## config.mk

```make
export PLATFORM = sky130hd
export DESIGN_NAME = sat_counter
export DESIGN_NICKNAME = d
export VERILOG_FILES = /design/src/rtl/sat_counter.sv
export SDC_FILE = /design/constraint.sdc
export NUM_CORES = 1
export LEC_CHECK = 0
export CAP_MARGIN = 40
export CORE_MARGIN = 1
export CORE_UTILIZATION = 44
export CTS_CLUSTER_DIAMETER = 40
export DETAILED_ROUTE_END_ITERATION = 16
export GPL_TIMING_DRIVEN = 0
export HOLD_SLACK_MARGIN = 0.12
export PLACE_DENSITY = 0.73
export SYNTH_ARGS = -nofsm -noshare
export SYNTH_HDL_FRONTEND = slang
export SYNTH_SLANG_ARGS = --single-unit
```

## constraint.sdc

```tcl
create_clock -name CK -period 1.5 [get_ports CK]
set_input_delay 0.3 -clock CK [delete_from_list [all_inputs] [get_ports CK]]
set_output_delay 0.3 -clock CK [all_outputs]
set_load 0.02 [all_outputs]
```

## src/rtl/sat_counter.sv

```systemverilog
// sat_counter
//   Saturating up-counter with synchronous clear. Clear has priority over
//   increment; at all-ones the count holds.
// Ports:
//   CK  - clock (rising edge)
//   RB  - asynchronous active-low reset
//   clr - synchronous clear to zero
//   inc - increment request
//   q   - current count
module sat_counter #(
  parameter int unsigned W = 16
) (
  input  logic         CK,
  input  logic         RB,
  input  logic         clr,
  input  logic         inc,
  output logic [W-1:0] q
);

  logic [W-1:0] cnt_q;
  logic [W-1:0] cnt_d;

  always_comb begin
    cnt_d = cnt_q;
    if (clr) begin
      cnt_d = '0;
    end else if (inc && (cnt_q != '1)) begin
      cnt_d = cnt_q + W'(1);
    end
  end

  always_ff @(posedge CK or negedge RB) begin
    if (!RB) begin
      cnt_q <= '0;
    end else begin
      cnt_q <= cnt_d;
    end
  end

  assign q = cnt_q;

endmodule

```

# Word level (Yosys, flattened, before mapping)
# Cells that the tools add are included.
# Widths: inputs -> output; s select.
# word_totals
reg_bits,16
latchBits,0
ram_bits,0
romBits,0
in_bits,4
output_inout_bits,16
word_cells,7
memories,0
# op_classes
add_sub_neg,1
multipliers,0
n_div,0
order_cmp,0
eq_ne,1
n_shift,0
muxes,2
n_bitwise,0
n_reduce_logical,2
# ops
operator,n
$mux 16,2
$add 16x1->16 const B,1
$ne 16x16->1 const B,1
$reduce_bool 2->1,1
$logic_and 1x1->1,1

# Logic depth before layout (Yosys ltp)
# Gate-level depths: netlist (run 1).
# logic_depth
ltp_word,4
mapped_depth,6
ltp_nobuf,5

# Least setup slack after synthesis (run 1)
# OpenSTA, ideal clock, no wires.
# synth_path
kind,reg-to-reg
startpoint,"register cnt_q[0], in the netlist q[0]"
endpoint,"register cnt_q[15], in the netlist q[15]"
setup_ns,0.128
arrival_time_ns,1.756
t_required_ns,1.372
path_slack_ns,-0.383
stages_incl_launch_ff,6
n_path_buf,0
period_less_slack_ns,1.883
cell_sequence,dfrtp_1 -> ha_1 -> nand4_2 -> nor4_4 -> nor4_1 -> mux2_1
# synth_via
elab_chain_cells,3
elab_cells_between_ends,6
cone_classes,add/sub (1); eq/ne (1); mux (2); reduce/logical (2)
# synth_lines
item,line_no,text
from (decl),20,logic [W-1:0] cnt_q;
from (signal assigned),36,cnt_q <= cnt_d;
$add 16x1->16 / $ne 16x16->1 (equally long branches),"28, 27",
$mux 16 / $logic_and 1x1->1 (equally long branches),27,end else if (inc && (cnt_q != '1)) begin
$mux 16 / $reduce_bool 2->1 (equally long branches),n/a,
# Several ways; a longest one is shown, not always the timed one. The select of a mux whose other input is x is not followed.
# A chain may end at the register's enable or synchronous reset.

# Worst setup path after layout (run 1)
# layout_path
startpoint,"register cnt_q[1], in the netlist q[1]"
endpoint,"register cnt_q[7], in the netlist q[7]"
# The elaborated chain is that of the path after synthesis.

==> results of run 1 <==
## layer usage
metal	up-vias	routed length, um	share of wire
met5	-	0	0
met4	0	129	0.042
met3	16	166	0.053
met2	51	1504	0.48
met1	498	1305	0.42
li1	458	-	-
## path summary, 6_finish.rpt
kind | slack [ns] | from | cells after the start | endpoint
min in group CK | 0.61 | q[14] | 2 | q[14]
worst max-delay path | -0.23 | q[1] | 6 | q[7]
worst max register to register | -0.23 | q[1] | 6 | q[7]
worst min register to register | 0.61 | q[14] | 2 | q[14]
worst min-delay path | 0.42 | RB | 1 | q[5]
max in group asynchronous | 0.56 | RB | 1 | q[9]
## through the flow
stage	cell area [um2]	TNS, ns	instances	setup WS, ns	hold slack [ns]
after global placement	1219	-7.833	144	-0.5761	0.5752
final	1491	-2.722	162	-0.2277	0.4198
after floorplan	994.7	-1.509	98	-0.1566	0.004409
after CTS	1458	-2.015	159	-0.1803	0.4551
after detailed placement	1219	-7.909	144	-0.5885	0.5818
after global routing	1491	-3.401	162	-0.2627	0.4844
## worst max-delay path, stage by stage, from the launching register on
cell     delay (ns)
dfrtp_2        0.42
buf_4          0.13
and4_4         0.22
nand4_1        0.15
buf_4          0.19
or4_1          0.42
a21oi_2        0.13
## synthesized netlist by cell type
library cell	count
nor2b_1	4
buf_6	1
o31ai_1	7
nand4_1	6
dfrtp_1	16
a211oi_2	1
a21oi_1	11
and3_1	2
nor4_1	4
nand3b_1	1
inv_1	3
nand3_1	3
nor2_1	4
nor4_4	1
or3_1	2
nand2_1	6
o21ai_0	1
nand4_2	1
clkbuf_1	4
or4_2	2
o211ai_2	1
o21ai_1	3
ha_1	1
or4_1	5
nor3_1	1
or3_2	1
and4_2	2
mux2_1	4
## where the power goes
part	switching, mW	total, mW	internal (mW)
logic	0.0546	0.0915	0.0369
clock network	0.157	0.305	0.149
registers	0.00613	0.442	0.436
total	0.218	0.838	0.621
## cells by family (layout without fill, tap and decap cells)
kind of cell             count (synthesis)  after routing  synth area share
adder cells (fa/ha/maj)                  1              1           0.01328
buffers and inverters                    8             45           0.03983
flip-flops                              16             16            0.4250
multiplexers                             4              4           0.04781
AO/OA/AOI/OAI                           24             24            0.1620
AND/OR/NAND/NOR                         45             45            0.3121
## layout make-up
class                      instances  share of cell area
sequential                        16              0.2802
multi-input combinational         74              0.4438
inverter                           3            0.007550
tap                               27             0.02265
buffer                             5             0.02601
timing repair buffer              33              0.1955
clock buffer                       4             0.02433
## timing repair
action | 4_1_cts | 5_1_grt
cloned | 1 | 0
resized for setup | 47 | 6
pin swaps | 14 | 6
endpoints found under the setup margin | 32 | 19
buffers inserted | 10 | 3
==> run summary, run 1 <==
Slew Limit Fails: 0
Worst Path Max Fanout: 3
Die Y: 48.28 um
Final hold vios: 0
Slew headroom: 0.5014
Synth-to-layout area growth: 58.30%
Overflow after GRT: 0
Worst-Skew Late Latency: 0.31 ns
Minimum clock period: 1.728 ns
Synth Register Bits: 16
Vias: 1023
Netlist cell types: 28
Post-route antenna net violation count: 0
Setup repair after global routing missed its margin: yes
Commonest non-fill, non-tap cell in the layout: dlygate4sd2_1
Final Core Density: 0.7525
Vias in the first global route: 938
Multi-input logic area: 661.9 um2
Per-cell routed wire length: 19.17 um
GRT Util Overall: 0.2953
Initial antenna violation count: 0
Vias/cell: 6.315
Max FFs per register: 16
Hold-fix buffers, CTS: 0
Top cell type's share of synthesized area: 0.4250
Root Driver: clkbuf_4
Initial Util: 0.4754
Grt met3 use: 0.04815
M2 GR Usage: 0.4400
Mapped Cells: 98
Average size of a mapped cell: 9.614 um2
Die width: 48.28 um
Most frequent cells in the layout: dlygate4sd2_1, dfrtp_2, buf_4, a21oi_1
Sequential share of the synthesized area: 0.4250
DRT iter0 DRCs: 27
Met1 GRT Util: 0.4097
Layout cells sized above 1: 0.4667
DIE AREA: 2330 um2
Cts bufs inserted: 3
Total wire length: 3106 um
Worst min-delay path class: input pin to async pin
Cell area after synthesis: 942.2 um2
CP required: 1.74 ns
Detailed Place HPWL: 1628 um
Net Count, Synth: 103
GR peak layer: met2
Num rows: 16
CTS tree: built
Core ar.: 1982 um2
Design Power: 838.5 uW
Clk_skew: 0.008509 ns
# setup viols final: 17
First-pass GRT wire length: 4581 um
Largest net degree at the start of global routing: 17
ANT cells: 0
Fmax: 578.8 MHz
Worst ir drop on vdd: 0.0005061 V
Top cells by area, synth: dfrtp_1, a21oi_1, o31ai_1
# fillers: 129
Static leakage: 0.6060 nW
Synth area leader: dfrtp_1
H-tree levels: 1
Startpoint Class: flip-flop
Layout Nets: 141
Period utilization: 1.152
Sink Count: 16
RePlAce Congestion: 0.7886
PwrDens: 562.2 nW/um2
Critical path type: flip-flop to flip-flop
Clock transition at path regs: 0.10 ns
Register area: 417.9 um2
Yosys warns: 0
Failing checks: setup timing
Worst EP arrival: 1.97 ns
Port buffer count: 19
Worst-Margin Slew: 0.7456 ns
Maximum root-to-sink buffer count: 2
Residual DRC: 0
Drt first pass iters: 4
Ports: 20
Crit end category: flip-flop
Max_cap viols: 0
Post-layout worst setup margin: -0.2277 ns
Status: finished with violations
Note: power is estimated with default switching activity, not from simulation.
==> run 2: changes to the inputs <==
--- a/config.mk
+++ b/config.mk
@@ -16,3 +16,4 @@
 export SYNTH_ARGS = -nofsm -noshare
 export SYNTH_HDL_FRONTEND = slang
 export SYNTH_SLANG_ARGS = --single-unit
+export TNS_END_PERCENT = 1
==> run 2 against run 1 <==
Effect of this change:
- critical path depth down 1
- the flow still finishes with violations (setup timing)
- via count is 4.8% higher
- first-iteration DRC count grew 96%
- setup slack worse by 0.0057 ns
- routed wire length down 0.23%
- clock skew is essentially flat
- count of clock-buffer cells in the layout unchanged
- core utilization down 1.2 points
==> run summary, run 2 (synthesis gave the netlist of run 1 again) <==
CTS tree: built
Status: finished with violations
Sink Count: 16
Final hold vios: 0
R2R Setup Slk: -0.23 ns
Max_cap viols: 0
Final instance area: 1468 um2
GRT Util Overall: 0.2525
DIE AREA: 2330 um2
Maximum root-to-sink buffer count: 2
Detailed Place HPWL: 1626 um
Die Y: 48.28 um
Worst Path Max Fanout: 6
Post-layout worst setup margin: -0.2334 ns
Worst-Skew Late Latency: 0.30 ns
Worst R2R End: q[11]
Minimum clock period: 1.733 ns
Slew headroom: 0.4937
Root Driver: clkbuf_4
Setup repair after global routing missed its margin: yes
Design Power: 826.5 uW
# fillers: 134
Ports: 20
Most frequent cells in the layout: dfrtp_2, buf_4, dlygate4sd2_1, a21oi_1, o31ai_1
Final Core Density: 0.7405
Initial Util: 0.4754
Per-cell routed wire length: 18.78 um
Port buffer count: 19
Residual DRC: 0
ANT cells: 0
Worst EP arrival: 1.93 ns
Initial antenna violation count: 0
Vias in the first global route: 817
RePlAce Congestion: 0.8129
Crit end category: flip-flop
CP endpoint: q[11]
Core ar.: 1982 um2
Overflow after GRT: 0
DRT iter0 DRCs: 53
CP required: 1.70 ns
Largest net degree at the start of global routing: 17
Worst flop-to-flop path startpoint: q[3]
Worst-Margin Slew: 0.7571 ns
Placed standard-cell area: 1204 um2
Startpoint Class: flip-flop
Vias/cell: 6.497
First-pass GRT wire length: 4002 um
Drt first pass iters: 5
Worst ir drop on vdd: 0.0004825 V
Static leakage: 0.6163 nW
H-tree levels: 1
Layout cells sized above 1: 0.4493
Layout Nets: 144
Die width: 48.28 um
Synth-to-layout area growth: 55.78%
Worst min-delay path class: input pin to async pin
PwrDens: 563.1 nW/um2
Cts bufs inserted: 3
Post-route antenna net violation count: 0
Slowest stage delay, CP: 0.45 ns
Worst R2R Path Depth: 5
Num rows: 16
# setup viols final: 16
Slew Limit Fails: 0
Vias: 1072
Max stage delay cell, worst path: dfrtp_2
Failing checks: setup timing
Critical path startpoint: q[3]
Period utilization: 1.156
Total wire length: 3099 um
Max FFs per register: 16
Critical path type: flip-flop to flip-flop
Fmax: 576.9 MHz
Clk_skew: 0.008788 ns
Clock transition at path regs: 0.11 ns
Crit path cell chain: and4_2 -> nand4_1 -> buf_6 -> nor4_4 -> mux2_4
==> run 2: layer usage <==
| metal | vias up | track usage | wire, um |
|---|---|---|---|
| met4 | 0 | 0.1111 | 73 |
| li1 | 464 | - | - |
| met5 | - | 0 | 0 |
| met3 | 11 | 0.03704 | 249 |
| met2 | 63 | 0.3627 | 1441 |
| met1 | 534 | 0.3721 | 1335 |
==> run 2: what timing repair did <==
item | in CTS | in global routing
gates resized for setup | 26 | 21
gates cloned | 1 | 0
endpoints found under the setup margin | 32 | 17
pin swaps | 5 | 9
hold buffers | 0 | 0
setup buffers | 6 | 11
==> run 2: worst min-delay path by stage <==
stage | start | depth (start not counted) | slack [ns] | endpoint
floorplan | RB | 0 | 0.004 | q[0]
global placement | q[14] | 2 | 0.57 | q[14]
detailed placement | q[10] | 2 | 0.59 | q[10]
CTS | inc | 3 | 0.45 | q[1]
global route | RB | 1 | 0.48 | q[12]
finish | RB | 1 | 0.43 | q[14]
==> run 2: worst max-delay path, delay by kind of cell (launching register included) <==
family	cells	cell delay, ns
simple gates	3	0.67
flops	1	0.45
mux	1	0.32
buf+inv	1	0.19
==> run 2: cell type report <==
cell class                 count  area (um2)  share of cell area
clock buffer                   4       36.28             0.02472
timing repair buffer          36       302.8              0.2063
tap                           27       33.78             0.02302
buffer                         4       21.27             0.01449
inverter                       3       11.26            0.007673
sequential                    16       419.2              0.2856
multi-input combinational     75       643.1              0.4382
==> run 2: stage by stage <==
stage	setup WS [ns]	hold slack, ns	cells	setup TNS, ns
after global routing	-0.2826	0.4764	165	-3.508
after floorplan	-0.1566	0.004409	98	-1.784
after global placement	-0.5869	0.5737	144	-7.562
after CTS	-0.1978	0.4538	155	-2.146
after detailed placement	-0.5953	0.5865	144	-7.818
final	-0.2334	0.4290	165	-2.511
==> run 2: report_power, final <==
| part | total (mW) | leakage [nW] | internal, mW | switching [mW] |
|---|---|---|---|---|
| clock network | 0.309 | 0.0210 | 0.148 | 0.161 |
| registers | 0.442 | 0.198 | 0.436 | 0.00654 |
| logic | 0.0759 | 0.398 | 0.0271 | 0.0487 |
